## src/rtl/packet_fifo.sv

```systemverilog
// -----------------------------------------------------------------------------
// packet_fifo
//
// Show-ahead (first-word-fall-through) synchronous FIFO for packet words.
// It is used as the per-node injection queue and as a generic router input
// buffer. The head entry is always visible on o_data while o_data_val is high.
// The upstream source watches o_en for free space. The downstream port raises
// i_en to take the head.
//
// Parameters:
//   DEPTH  number of entries (>= 2, need not be a power of two)
//   WIDTH  packet word width; instantiate with $bits(packet_t)
//
// Ports:
//   clk         in   single clock, rising edge
//   reset_n     in   synchronous, ACTIVE-HIGH reset (legacy name kept)
//   ce          in   clock enable; 0 blocks push and pop
//   i_data      in   write data
//   i_data_val  in   write request (dropped silently when full)
//   i_en        in   downstream ready; pops the head when o_data_val = 1
//   o_data      out  head entry, all-zero when empty
//   o_data_val  out  FIFO non-empty
//   o_en        out  FIFO not full
// -----------------------------------------------------------------------------
module packet_fifo #(
  parameter int DEPTH = 4,
  parameter int WIDTH = 32
) (
  input  logic             clk,
  input  logic             reset_n,
  input  logic             ce,
  input  logic [WIDTH-1:0] i_data,
  input  logic             i_data_val,
  input  logic             i_en,
  output logic [WIDTH-1:0] o_data,
  output logic             o_data_val,
  output logic             o_en
);

  localparam int PTR_W = $clog2(DEPTH);
  localparam int CNT_W = $clog2(DEPTH + 1);

  localparam logic [PTR_W-1:0] LAST_PTR = PTR_W'(DEPTH - 1);
  localparam logic [CNT_W-1:0] FULL_CNT = CNT_W'(DEPTH);

  logic [WIDTH-1:0] mem [DEPTH];
  logic [PTR_W-1:0] wr_ptr;
  logic [PTR_W-1:0] rd_ptr;
  logic [CNT_W-1:0] count;

  logic push;
  logic pop;

  // Flags come only from registered count, so no input reaches an output
  // combinationally.
  assign o_data_val = (count != '0);
  assign o_en       = (count != FULL_CNT);
  assign o_data     = o_data_val ? mem[rd_ptr] : '0;

  // The full/empty gating makes push-at-full and pop-at-empty no-ops.
  assign push = ce & i_data_val & o_en;
  assign pop  = ce & i_en & o_data_val;

  // NOTE: storage has no reset. Pointers and count are the only state that
  // decides validity, so stale words are never observable. Leaving the array
  // unreset lets it map onto plain RAM/register files.
  always_ff @(posedge clk) begin
    if (push) begin
      mem[wr_ptr] <= i_data;
    end
  end

  // NOTE: sequential state uses non-blocking assignments only. Every register
  // then samples its pre-edge value, which keeps simulation and the
  // synthesized netlist in agreement.
  always_ff @(posedge clk) begin
    if (reset_n) begin
      wr_ptr <= '0;
      rd_ptr <= '0;
      count  <= '0;
    end else begin
      if (push) begin
        wr_ptr <= (wr_ptr == LAST_PTR) ? '0 : wr_ptr + 1'b1;
      end
      if (pop) begin
        rd_ptr <= (rd_ptr == LAST_PTR) ? '0 : rd_ptr + 1'b1;
      end
      if (push && !pop) begin
        count <= count + 1'b1;
      end else if (pop && !push) begin
        count <= count - 1'b1;
      end
    end
  end

endmodule

```

## config.mk

```make
export PLATFORM = sky130hd
export DESIGN_NAME = packet_fifo
export DESIGN_NICKNAME = d
export VERILOG_FILES = /design/src/rtl/packet_fifo.sv
export SDC_FILE = /design/constraint.sdc
export NUM_CORES = 1
export LEC_CHECK = 0
export CORE_AREA = 2 2 112 92
export CTS_BUF_LIST = sky130_fd_sc_hd__clkbuf_8
export DETAILED_ROUTE_END_ITERATION = 12
export DIE_AREA = 0 0 114 94
export GPL_TIMING_DRIVEN = 0
export MAX_ROUTING_LAYER = met4
export PLACE_DENSITY = 0.81
export REMOVE_ABC_BUFFERS = 1
export SLEW_MARGIN = 20
export SYNTH_ARGS = -nofsm -noshare
export SYNTH_HDL_FRONTEND = slang
export SYNTH_SLANG_ARGS = --single-unit
```

## constraint.sdc

```tcl
create_clock -name clk -period 2.7 [get_ports clk]
set_input_delay 0.405 -clock clk [delete_from_list [all_inputs] [get_ports clk]]
set_output_delay 0.405 -clock clk [all_outputs]
set_load 0.02 [all_outputs]
```

; ---- Yosys cells after proc, flatten, opt, wreduce, memory -nomap -nowiden
; Memories as Yosys holds them, arrays and structs flattened. A register that Yosys moved wholly into a read port is not among the register bits.
; Cells that the tools add are included.
[totals]
reg_bits = 7
memories = 1
ram_bits = 128
output_inout_bits = 34
[memory_table]
columns = name, depth, word_bits, read_ports, rd_clocked_by_memory_dff, write_ports, line
row1 = mem, 4, 32, 1, 1, 1, 46  ; logic [WIDTH-1:0] mem [DEPTH];
[op_classes]
eq_ne = 3
bitwise = 4
mux = 9
add_sub_neg = 4
reduce_logical = 6
[ops]
columns = cell, n
row1 = two-way mux 32 bit, 1
row2 = two-way mux 2 bit, 4
row3 = two-way mux 3 bit, 2
row4 = "adder 2 x 1 -> 2 bit, second input constant", 2
row5 = bitwise AND 1 bit, 4
row6 = "equality test 2 bit, second input constant", 2
row7 = "adder 3 x 1 -> 3 bit, second input constant", 1
row8 = "inequality test 3 bit, second input constant", 1
row9 = nonzero test 3 bit, 1
row10 = "subtractor 3 x 1 -> 3 bit, second input constant", 1
row11 = logical AND 1 bit, 2
row12 = logical NOT 1 bit, 2
row13 = two-way mux 1 bit, 2
row14 = nonzero test 2 bit, 1

; ---- Depth between registers and ports, before layout
[logic_depth]
ltp_word = 6
ltp_mapped = 9
mapped_depth_nobuf = 8

; ---- Least setup slack after synthesis
; OpenSTA, ideal clock, no wires.
[synth_path]
kind = flip-flop to flip-flop
startpoint = register count[0]
endpoint = register count[2]
arrival_ns = 1.999
setup_time_ns = 0.070
period_less_slack_ns = 2.069
path_stages_with_launch = 10
path_buffers = 1
slack_ns = 0.631
path_cell_list = dfxtp_1 or3b_1 buf_6 and2_4 ha_1 inv_1 fa_1 xor2_1 or3_1 a21oi_1
[synth_between]
elab_chain_len = 5
[synth_rtl]
columns = element, line
row1 = "start, declared", 49  ; logic [CNT_W-1:0] count;
row2 = "start signal, assigned", 89  ; count <= count + 1'b1;
row3 = "start signal, assigned", 91  ; count <= count - 1'b1;
row4 = inequality test 3 bit (*), 57  ; assign o_en = (count != FULL_CNT);
row5 = net o_en, 37  ; output logic o_en
row6 = bitwise AND 1 bit (*), 61  ; assign push = ce & i_data_val & o_en;
row7 = net push, 51  ; logic push;
row8 = logical NOT 1 bit, 90  ; end else if (pop && !push) begin
row9 = logical AND 1 bit, 90
row10 = nonzero test 2 bit (no line), n/a
; Mark *: on every way through the listed nets, which the timed path passes. The rest lies on a longest branch. The select of a mux whose other input is x is not followed.
; A chain may end at the register's enable or synchronous reset.

==> impl_metrics.json <==
{
  "status": "finished, final reports clean",
  "worst_pin_slew_ns": 0.430,
  "cp.arrival_ns": 2.21,
  "drt-wirelength-per-cell_um": 19.6,
  "dieArea_um2": 10700,
  "die_w_um": 114,
  "worstPathMaxFanout": 16,
  "hold_start": "rd_ptr[0]",
  "netlist_area_um2": 5340,
  "grt_max_degree": 24,
  "ys_ff_latch": 137,
  "synth_simple_gate_area_frac": 0.0555,
  "vdd_drop_max_v": 0.000542,
  "fin_crit_sh": 0.969,
  "cts_tree": "built",
  "dr.pass1.iters": 4,
  "clock.fmax_ghz": 0.382,
  "power_density_nw_per_um2": 880,
  "drtAntennaViolNets": 0,
  "fin_nets": 386,
  "p_leak_nw": 2.25,
  "syn_avg_cell_area_um2": 21.1,
  "synth_area_leaders": "edfxtp_1 (72%), mux4_2 (13%), nor2b_1 (3.7%), dfxtp_1 (3.4%), ha_1 (1.4%)",
  "synth_compound_area_frac": 0.0105,
  "synth.distinct_cells": 27,
  "rrSetupSlack_ns": 0.35,
  "port_buffers": 70,
  "synth_xor_area_frac": 0.00328,
  "antenna_found_initial": 0,
  "design_area_um2": 6740,
  "coreArea_um2": 9530,
  "drc": 0,
  "r2r_cells": 8,
  "fin_tns_setup_ns": 0,
  "gp_congestion": 0.693,
  "grt_pass1_vias": 2722,
  "yosys_warnings": 0,
  "ctsHoldBuffers": 0,
  "die_h_um": 94,
  "cts_max_level": 4,
  "reg2reg_to": "count[2]",
  "cts_sinks": 137,
  "synth_top_family_by_area": "multiplexers",
  "fill_cells": 619,
  "drive_gt1_frac": 0.226,
  "maxCapViolations": 0,
  "gr-total-overflow": 0,
  "postLayoutCoreUtil": 0.707,
  "place_area_um2": 6260,
  "root_buffer": "clkbuf_8",
  "crit_path_end_kind": "output port",
  "drtIter0Drc": 175,
  "power.total_mw": 5.93,
  "vias": 2642,
  "detail_route.vias_per_cell": 5.59,
  "relSlewSlack": 0.713,
  "hpwl_um": 5710,
  "crit_required_ns": 2.30,
  "path_clk_slew_ns": 0.07,
  "netlist_instances": 253,
  "hold_path.class": "register to register",
  "finalSetupViolations": 0,
  "drv_slew": 0,
  "hold_viol_final": 0,
  "area_growth_pct": 26.2,
  "worst_skew_pair.late_latency_ns": 0.43,
  "n_antenna_cell": 0,
  "postRouteWirelength_um": 9290,
  "grt_pass1_wl_um": 14500,
  "start_util": 0.560,
  "start_kind": "register",
  "cts_made_buffers": 17,
  "path_class": "register to output port",
  "synth_fa_ha_area_frac": 0.0178,
  "min_path_cells": 2,
  "row_count": 32,
  "skew_ns": 0.00457,
  "synth_area_leader_cell": "edfxtp_1",
  "r2r-start": "count[0]",
  "fin_crit_ns": 2.62,
  "grtUsageTotal": 0.196,
  "yosysSeqAreaShare": 0.754,
  "setup_slack_ns": 0.0839,
  "cts_buffer_depth": 2,
  "synth_top_area_share": 0.720,
  "post-place-ws_ns": 0.0204,
  "ioPinCount": 71,
  "synth_mux_area_frac": 0.139
}
[final cells by class]
class / instances / area (um2) / share of cell area
Inverter: 4 / 15.0 / 0.00223
Sequential cell: 137 / 4030 / 0.598
Tap cell: 119 / 149 / 0.0221
Clock inverter: 14 / 165 / 0.0245
Multi-Input combinational cell: 99 / 1220 / 0.181
Timing Repair Buffer: 83 / 922 / 0.137
Clock buffer: 17 / 234 / 0.0347
[where the power goes]
part	internal, mW	leakage [nW]	total (mW)	switching, mW
combinational	0.874	0.806	1.76	0.885
clock	0.975	0.211	1.68	0.702
sequential	2.43	1.24	2.50	0.0669
total	4.28	2.25	5.93	1.65
[kinds of logic (layout without fill, tap and decap cells)]
kind of cell | Yosys count | in the layout
xor+xnor | 2 | 2
simple gates | 49 | 49
fa+ha+maj | 7 | 7
flops | 137 | 137
buf+inv | 17 | 118
compound gates | 7 | 7
mux | 34 | 34
[routing by layer]
layer  up-vias  GRT usage  share of wire
met4         0     0.0935          0.014
li1       1190          -              -
met2        84      0.303           0.51
met5         -          -              0
met3        12     0.0503          0.057
met1      1356      0.249           0.42
[Yosys cell counts]
cell        n
o31ai_2     1
nor2_1      3
edfxtp_1  128
buf_6       5
nor3_1      2
mux2i_1     2
or3_1       2
buf_2       4
mux4_2     32
nand2_1     1
fa_1        1
nor2b_1    32
xor2_1      2
or3b_1      1
inv_1       4
and2_4      1
ha_1        6
o311ai_2    1
and2_1      1
a21o_1      1
clkbuf_4    1
dfxtp_1     9
clkbuf_1    3
a21oi_1     3
nand3_1     2
o21ai_0     1
and3_1      4
[worst max-delay path by stage]
| stage | startpoint | to | slack [ns] | cells past startpoint |
|---|---|---|---|---|
| after global routing | register | o_data[3] | -0.002 | 4 |
| after CTS | register | o_data[18] | 0.01 | 4 |
| final | register | o_data[23] | 0.08 | 4 |
| after global placement | count[0] | o_data[29] | -2.35 | 3 |
| after floorplan | count[0] | o_data_val | -0.20 | 2 |
| after detailed placement | ce | count[2] | 0.02 | 9 |
[sequential cells by signal, indices dropped and copies added (netlist names), named ones only]
name and flops:
rd_ptr 2, wr_ptr 2, mem 128, count 3
[cells in the final DEF, fill, tap and decap left out, types with 2 or more instances in the layout]
cell type and n:
buf_16 3, and3_2 4, a21oi_1 3, ha_1 6
dlymetal6s2s_1 4, buf_4 5, clkinv_1 3, nor2_1 3
inv_1 7, nand3_1 2, dfxtp_4 2, nor2b_1 32
clkdlybuf4s50_1 66, dfxtp_1 7, clkbuf_8 17, xor2_1 2
buf_12 4, mux2i_1 2, mux4_2 32, edfxtp_1 128
clkinv_2 3, or3_1 2, bufinv_16 4
[timing repair]
action	CTS	global route
resized for setup	1	5
setup buffers	3	2
gates cloned	0	0
setup endpoints to repair	32	19
pin swaps	0	1
[critical path, cell delays in order, from the launching register on]
cell and delay, ns:
dfxtp_4 0.38, buf_12 0.19, mux4_2 0.51, nor2b_1 0.15, clkdlybuf4s50_1 0.53
[metrics by stage]
stage               cells  hold WS (ns)
floorplan             240         0.456
global placement      429         0.474
detailed placement    437         0.492
CTS                   471         0.503
global route          473         0.566
finish                473         0.511
Power figures use the tool's default switching activity.
